**src/rtl/duty_ramp_sequencer.sv**
```systemverilog
// -----------------------------------------------------------------------------
// duty_ramp_sequencer
//   Produces the duty-cycle word for the downstream PWM stage. It supports:
//     - manual hold
//     - up sawtooth
//     - down sawtooth
//     - triangle ("breathing") ramp, with a dwell at each extreme
//   The duty word only moves on a PWM period-wrap strobe, so no PWM period
//   ever sees a mid-period duty change.
//
// Ports
//   clk          system clock, rising edge
//   rst          synchronous reset, active-high, highest priority
//   enable       0 freezes the sequencer in IDLE and holds the duty word
//   mode         00 manual, 01 saw up, 10 saw down, 11 triangle
//   manual_duty  duty loaded on each period_tick in manual mode
//   step_div     ramp steps once every step_div+1 period_tick pulses
//   period_tick  1-cycle strobe from the PWM at counter wrap
//   duty_cycle   registered duty word to the PWM
//   duty_upd     1-cycle pulse while duty_cycle shows a new value
//   at_top       1-cycle pulse when a ramp step lands on DMAX
//   at_bot       1-cycle pulse when a ramp step lands on 0
// -----------------------------------------------------------------------------
module duty_ramp_sequencer #(
  parameter int DUTY_W = 4,
  parameter int DIV_W  = 8,
  parameter int DWELL  = 2
) (
  input  logic              clk,
  input  logic              rst,
  input  logic              enable,
  input  logic [1:0]        mode,
  input  logic [DUTY_W-1:0] manual_duty,
  input  logic [DIV_W-1:0]  step_div,
  input  logic              period_tick,
  output logic [DUTY_W-1:0] duty_cycle,
  output logic              duty_upd,
  output logic              at_top,
  output logic              at_bot
);

  localparam logic [DUTY_W-1:0] DMAX       = '1;
  localparam int                DW_W       = (DWELL > 0) ? $clog2(DWELL + 1) : 1;
  localparam logic [DW_W-1:0]   DWELL_LAST = DW_W'((DWELL > 0) ? DWELL - 1 : 0);

  localparam logic [1:0] M_MAN = 2'b00;
  localparam logic [1:0] M_UP  = 2'b01;
  localparam logic [1:0] M_DN  = 2'b10;

  typedef enum logic [2:0] {
    S_IDLE,
    S_RISE,
    S_FALL,
    S_DWELL_TOP,
    S_DWELL_BOT
  } state_t;

  state_t            r_state, w_state_nxt, w_eff;
  logic [DIV_W-1:0]  r_presc, w_presc_nxt;
  logic [DW_W-1:0]   r_dwell, w_dwell_nxt;
  logic [DUTY_W-1:0] r_duty,  w_duty_nxt;
  logic              r_upd, r_top, r_bot;
  logic              w_top_nxt, w_bot_nxt, w_step;

  // One step up or down; callers guarantee the value is not already at
  // the limit, so these never wrap on their own.
  function automatic logic [DUTY_W-1:0] f_duty_up(input logic [DUTY_W-1:0] d);
    return d + DUTY_W'(1);
  endfunction

  function automatic logic [DUTY_W-1:0] f_duty_dn(input logic [DUTY_W-1:0] d);
    return d - DUTY_W'(1);
  endfunction

  always_comb begin
    w_state_nxt = r_state;
    w_presc_nxt = r_presc;
    w_dwell_nxt = r_dwell;
    w_duty_nxt  = r_duty;
    w_top_nxt   = 1'b0;
    w_bot_nxt   = 1'b0;

    // Prescaler above a freshly lowered step_div also counts as a step.
    w_step = (r_presc >= step_div);

    // Saw modes force their direction immediately.
    // Triangle keeps whatever phase it is in, including a dwell.
    unique case (mode)
      M_UP:    w_eff = S_RISE;
      M_DN:    w_eff = S_FALL;
      default: w_eff = r_state;
    endcase

    if (!enable) begin
      w_state_nxt = S_IDLE;
      w_presc_nxt = '0;
      w_dwell_nxt = '0;
    end else if (period_tick) begin
      if (mode == M_MAN) begin
        w_state_nxt = S_IDLE;
        w_presc_nxt = '0;
        w_dwell_nxt = '0;
        w_duty_nxt  = manual_duty;
      end else if (r_state == S_IDLE) begin
        // Entry tick only picks a direction; the first step comes later.
        w_state_nxt = (mode == M_DN) ? S_FALL : S_RISE;
      end else begin
        w_state_nxt = w_eff;
        if (w_eff != r_state) begin
          w_dwell_nxt = '0;
        end
        if (w_step) begin
          w_presc_nxt = '0;
          case (w_eff)
            S_RISE: begin
              if (r_duty != DMAX) begin
                w_duty_nxt = f_duty_up(r_duty);
                w_top_nxt  = (f_duty_up(r_duty) == DMAX);
              end else if (mode == M_UP) begin
                w_duty_nxt = '0;
                w_bot_nxt  = 1'b1;
              end else begin
                w_state_nxt = (DWELL > 0) ? S_DWELL_TOP : S_FALL;
                w_dwell_nxt = '0;
              end
            end
            S_FALL: begin
              if (r_duty != '0) begin
                w_duty_nxt = f_duty_dn(r_duty);
                w_bot_nxt  = (f_duty_dn(r_duty) == '0);
              end else if (mode == M_DN) begin
                w_duty_nxt = DMAX;
                w_top_nxt  = 1'b1;
              end else begin
                w_state_nxt = (DWELL > 0) ? S_DWELL_BOT : S_RISE;
                w_dwell_nxt = '0;
              end
            end
            S_DWELL_TOP: begin
              if (r_dwell == DWELL_LAST) begin
                w_state_nxt = S_FALL;
                w_dwell_nxt = '0;
              end else begin
                w_dwell_nxt = r_dwell + DW_W'(1);
              end
            end
            S_DWELL_BOT: begin
              if (r_dwell == DWELL_LAST) begin
                w_state_nxt = S_RISE;
                w_dwell_nxt = '0;
              end else begin
                w_dwell_nxt = r_dwell + DW_W'(1);
              end
            end
            default: ;
          endcase
        end else begin
          w_presc_nxt = r_presc + DIV_W'(1);
        end
      end
    end
  end

  always_ff @(posedge clk) begin
    if (rst) begin
      r_state <= S_IDLE;
      r_presc <= '0;
      r_dwell <= '0;
      r_duty  <= '0;
      r_upd   <= 1'b0;
      r_top   <= 1'b0;
      r_bot   <= 1'b0;
    end else begin
      r_state <= w_state_nxt;
      r_presc <= w_presc_nxt;
      r_dwell <= w_dwell_nxt;
      r_duty  <= w_duty_nxt;
      r_upd   <= (w_duty_nxt != r_duty);
      r_top   <= w_top_nxt;
      r_bot   <= w_bot_nxt;
    end
  end

  assign duty_cycle = r_duty;
  assign duty_upd   = r_upd;
  assign at_top     = r_top;
  assign at_bot     = r_bot;

endmodule

```
**config.mk**
```make
export PLATFORM = sky130hd
export DESIGN_NAME = duty_ramp_sequencer
export DESIGN_NICKNAME = d
export VERILOG_FILES = /design/src/rtl/duty_ramp_sequencer.sv
export SDC_FILE = /design/constraint.sdc
export NUM_CORES = 1
export LEC_CHECK = 0
export ABC_CLOCK_PERIOD_IN_PS = 3700
export CAP_MARGIN = 20
export CELL_PAD_IN_SITES_DETAIL_PLACEMENT = 0
export CELL_PAD_IN_SITES_GLOBAL_PLACEMENT = 1
export CORE_MARGIN = 1
export CORE_UTILIZATION = 35
export DETAILED_ROUTE_END_ITERATION = 10
export DONT_BUFFER_PORTS = 1
export PLACE_DENSITY_LB_ADDON = 0.1
export SLEW_MARGIN = 25
export SYNTH_ARGS = -nofsm -noshare
export SYNTH_HDL_FRONTEND = slang
export SYNTH_SLANG_ARGS = --single-unit
```
**constraint.sdc**
```tcl
create_clock -name clk -period 3.7 [get_ports clk]
set_clock_uncertainty 0.2 [all_clocks]
set_input_delay 0.74 -clock clk [delete_from_list [all_inputs] [get_ports clk]]
set_output_delay 0.74 -clock clk [all_outputs]
set_load 0.1 [all_outputs]
```
### Word-level counts from Yosys, hierarchy flattened

Cells that the tools add are included.

* output and inout port bits: 7
* word-level logic and storage cells: 78
* register bits: 20

* reduce and logical (&&, ||, !) cells: 8
* equal/unequal tests: 12
* bitwise logic cells: 3
* multiplexer cells: 43
* $lt $le $gt $ge: 1
* add/sub/neg operators: 4

Operator list (number)
* $mux W4: 9
* $mux W3: 9
* $mux W8: 3
* $mux W2: 10
* $pmux W3 S4: 1
* $add A8 B1 Y8 const B: 1
* $ge A8 B8 Y1: 1
* $pmux W4 S2: 1
* $eq A3 B2 Y1 const B: 2
* $mux W1: 6
* $pmux W2 S3: 1
* $pmux W3 S2: 1
* $reduce_or A6 Y1: 1
* $add A4 B1 Y4 const B: 1
* $eq A2 B1 Y1 const B: 2
* $eq A4 B4 Y1 const B: 1
* $logic_not A4 Y1: 1
* $ne A4 B4 Y1: 1
* $ne A4 B4 Y1 const B: 1
* $pmux W1 S2: 2
* $reduce_bool A4 Y1: 1
* $reduce_or A2 Y1: 2
* $sub A4 B1 Y4 const B: 1
* $eq A3 B1 Y1 const B: 1
* 9 further kinds: 11

### Logic depth before layout (Yosys ltp)

* depth after elaboration: 10
* mapped depth: 10
* mapped depth without buffers: 8

### Least setup slack after synthesis

OpenSTA, ideal clock, no wires.

* path kind: reg2reg
* start: register r_duty[0], in the netlist duty_cycle[0]
* end: register r_duty[1], in the netlist duty_cycle[1]
* slack: 0.592 ns
* setup time: 0.115 ns
* required time: 3.385 ns
* cell stages (with the launch flop): 10
* path buffers: 2
* period minus slack after synthesis: 3.108 ns
* data arrival time: 2.794 ns
* cells stage by stage: dfxtp_1 -> clkbuf_1 -> inv_1 -> ha_1 -> or3b_1 -> clkbuf_1 -> mux2i_1 -> nand2_1 -> nor4b_1 -> a2111oi_0

* cells in the longest elaborated chain, start to end: 8
* elaborated cells between the ends (all ways): 12
* classes of those cells: 2 x add/sub; 1 x eq/ne; 8 x mux; 1 x reduce/logical

Ends and longest elaborated chain
* start, declared: RTL line 61 `logic [DUTY_W-1:0] r_duty, w_duty_nxt;`
* start signal, assigned: RTL line 177 `r_duty <= w_duty_nxt;`
* $sub A4 B1 Y4 (tied with other cells): RTL line 72 `return d - DUTY_W'(1);`
* $mux W4, on equally long branches: RTL line 128, 116
* $pmux W4 S2 *: RTL line 114 `case (w_eff)`
* $mux W4 *: RTL line 112 `if (w_step) begin`
* $mux W4 *: RTL line 104 `end else if (r_state == S_IDLE) begin`
* $mux W4 *: RTL line 99 `if (mode == M_MAN) begin`
* $mux W4 *: RTL line 98 `end else if (period_tick) begin`
* $mux W4 *: RTL line 94 `if (!enable) begin`

Mark *: on every way between the ends. The rest lies on a longest branch, timed or not.
A chain may end at the register's enable or synchronous reset.

### Worst setup path after layout

* start: input port mode[0]
* end: register r_duty[3], in the netlist duty_cycle[3]

* cells in the longest elaborated chain, start to end: 9
* elaborated cells between the ends (all ways): 16
* classes of those cells: 4 x eq/ne; 11 x mux; 1 x reduce/logical

Ends and longest elaborated chain
* start, declared: RTL line 32 `input logic [1:0] mode,`
* $eq A2 B2 Y1 or $eq A2 B1 Y1 (tied branches): RTL line 88, 131, 119
* $pmux W3 S2 (tied with other cells): RTL line 88 `unique case (mode)`
* $eq A3 B2 Y1 (tied with other cells): RTL line 114
* $pmux W4 S2: RTL line 114
* $mux W4: RTL line 112
* $mux W4: RTL line 104
* $mux W4 *: RTL line 99
* $mux W4 *: RTL line 98
* $mux W4 *: RTL line 94

Marked as above.

==> impl_results.md <==
* Final min period at 2.88 ns
* Yosys warnings at 0
* Switching power at 167 µW
* Pwr dens at 265 mW/mm²
* Most common cell in the netlist: nor2_1
* Max rail drop VDD at 0.000124 V
* Worst R2R Setup Slack at 0.99 ns
* Worst min path class: register to register
* Ant diodes at 0
* Rel. slew slack at 0.364
* Main combinational cell family by area after synthesis: simple AND/OR/NAND/NOR gates
* Starting Density at 0.367
* WP data required at 3.67 ns
* Final Wtd Congestion at 0.815
* Worst setup SP type: input port
* Avg WL per Cell at 16.1 µm
* Setup TNS at 0 ns
* Final period util at 0.778
* CTS tree: built
* Largest net degree at the start of global routing at 18
* H-tree depth at 1
* First-pass GRT wire length at 9150 µm
* Synth Area in Simple Gates at 0.287
* Synth Area in Adders at 0.110
* Critical Path Fanout Max at 14
* Crit. End Element: register
* First-pass iteration count of the detailed router at 5
* Yosys cell types at 63
* Detailed placer's ending HPWL at 4070 µm
* Post-synth top area share at 0.196
* Total Nets Final at 297
* Post-Synth XOR/XNOR Area at 0.0472
* Commonest cells in the netlist: nor2_1, nand2_1, dfxtp_1, ha_1, inv_1
* FILL cells at 590
* Switching Fraction at 0.291
* Unrepaired setup endpoints after global routing: no
* Syn nets at 304
* Post-route ant nets at 0
* Clock power frac at 0.403
* Vias in the first global route at 1806
* Worst slew pin tran at 0.952 ns
* Clock Path Buffers at 2
* Post-synth ARST share at 0
* Final hold violation count at 0
* Seq cells post-synth at 20
* Hold_ws at 0.233 ns
* Post-cts hold buffer count at 0
* Cts bufs inserted at 3
* Antenna violations before repair at 0
* Multiplexer area fraction after synthesis at 0.0325
* Area Growth Syn to Fin at 5.63%
* Max Cap Viol at 0
* Setup Fix Bufs, Post-CTS at 0
* EDFF count, synth at 0
* Hold path start: r_dwell[1]$_SDFFE_PP0P_
* CTS root buf: clkbuf_8
* Clk slew on worst S/H paths at 0.09 ns
* Hold Path Depth at 2
* Layout cells sized above 1 at 0.0692
* Initial DRC Count at 81
* DRC viols at 0
* Worst reg2reg endpoint: duty_cycle[3]$_SDFF_PP0_
* R2r worst-path depth at 8
* Crit path DAT at 2.85 ns
* Vias at 1866
* Final WL at 5360 µm
* Status: finished clean
* Reg power frac at 0.390
* Die height at 78.4 µm
* Multi-input logic area at 0.00149 mm²
* Clock Latency Late Sink at 0.26 ns
* Mean Syn Cell Area at 7.62 µm²
* Post-Route Utilization at 0.387
* Post-synth top area cell: dfxtp_1
* Die width at 78.4 µm
* Power Internal at 406 µW
* Kind of critical path: input port to register
* Synth area leaders: dfxtp_1, ha_1, nor2_1
* GR Overflow Total at 0
* Pins Over Slew Limit at 0
* Cell area after synthesis at 0.00204 mm²
* Seq/Total Area, Yosys at 0.196
* Fmax at 0.347 GHz
* Number of vias per cell at 5.62
* Most used flip-flop cell after synthesis: dfxtp_1
* Final setup violation count at 0
* GRT Total Usage at 0.188
* Synth Area in Compound Gates at 0.253
* FF-to-FF Start: r_presc[0]$_SDFFE_PP0P_
* PostCTS Resize Cnt at 0
* FP Rows at 27
* # IOs at 25
* Sink Count at 20
* Placeable Area at 0.00557 mm²
* Mapped Cells at 268
* P_leak at 0.000831 µW
* Gate power share at 0.207
* Area occupied by registers at 400 µm²
* Die area at 0.00615 mm²
* Port Buf Inserts at 0
* Hold path endpoint: r_dwell[1]$_SDFFE_PP0P_
==> metrics by stage <==
| stage | instances | power, µW | cell area [µm²] | worst slack, ns |
|---|---|---|---|---|
| after floorplan | 268 | 327 | 2040 | 0.592 |
| after global placement | 328 | 348 | 2090 | 0.560 |
| after detailed placement | 328 | 346 | 2090 | 0.554 |
| after CTS | 332 | 575 | 2160 | 0.826 |
| after global routing | 332 | 602 | 2160 | 0.730 |
| final | 332 | 573 | 2160 | 0.821 |
==> flip-flops by register name, indices dropped and copies added, names as in the netlist <==
signal	cells
at_bot	1
at_top	1
duty_cycle	4
duty_upd	1
r_dwell	2
r_presc	8
r_state	3
==> cells by family after synthesis <==
logic type,Yosys count
DFF,20
and+or+nand+nor,110
adders and majority gates,18
buffers and inverters,35
AOI/OAI and AO/OA,68
muxes,6
xor gates and xnor gates,11
==> cell usage in the layout, fill, tap and decap left out, types with 7 or more instances in the layout <==
cell,instances
a21oi_1,10
nand3_1,12
nor3_1,7
o21ai_0,11
nand2_1,21
nand2b_1,10
dfxtp_1,20
nor2_1,26
ha_1,18
inv_1,17
==> layout make-up <==
| class | instances | share of cell area |
|---|---|---|
| timing repair buffer | 5 | 0.0174 |
| inverter | 18 | 0.0313 |
| clock buffer | 3 | 0.0191 |
| clock inverter | 1 | 0.0139 |
| sequential | 20 | 0.186 |
| multi-input combinational | 213 | 0.691 |
| tap | 72 | 0.0417 |
==> worst max-delay path by stage <==
stage / from / cells past startpoint / endpoint
finish: mode[0] / 8 / duty_cycle[3]$_SDFF_PP0_
global route: mode[0] / 8 / duty_cycle[3]$_SDFF_PP0_
CTS: mode[0] / 8 / duty_cycle[3]$_SDFF_PP0_
detailed placement: mode[0] / 8 / duty_cycle[3]$_SDFF_PP0_
global placement: mode[0] / 8 / duty_cycle[3]$_SDFF_PP0_
floorplan: duty_cycle[0]$_SDFF_PP0_ / 9 / duty_cycle[1]$_SDFF_PP0_
==> metal layers <==
layer	up-vias	share of wire	GRT usage
met1	860	0.49	0.266
li1	959	-	-
met3	7	0.041	0.0256
met2	40	0.46	0.295
met5	-	0	0
met4	0	0.013	0.0500
==> worst max-delay path: stages <==
cell	delay [ns]
inv_1	0.05
ha_1	0.45
or4b_4	0.56
and2_4	0.21
nand2_4	0.08
o211ai_4	0.12
mux2_4	0.34
a2111oi_4	0.30
==> power by group through the flow <==
stage,combinational (µW),sequential [µW],clock (µW)
after floorplan,94.7,232,0
after global placement,120,228,0
after detailed placement,117,228,0
after CTS,118,223,234
after global routing,132,224,246
final,119,223,231
Power figures use the tool's default switching activity.
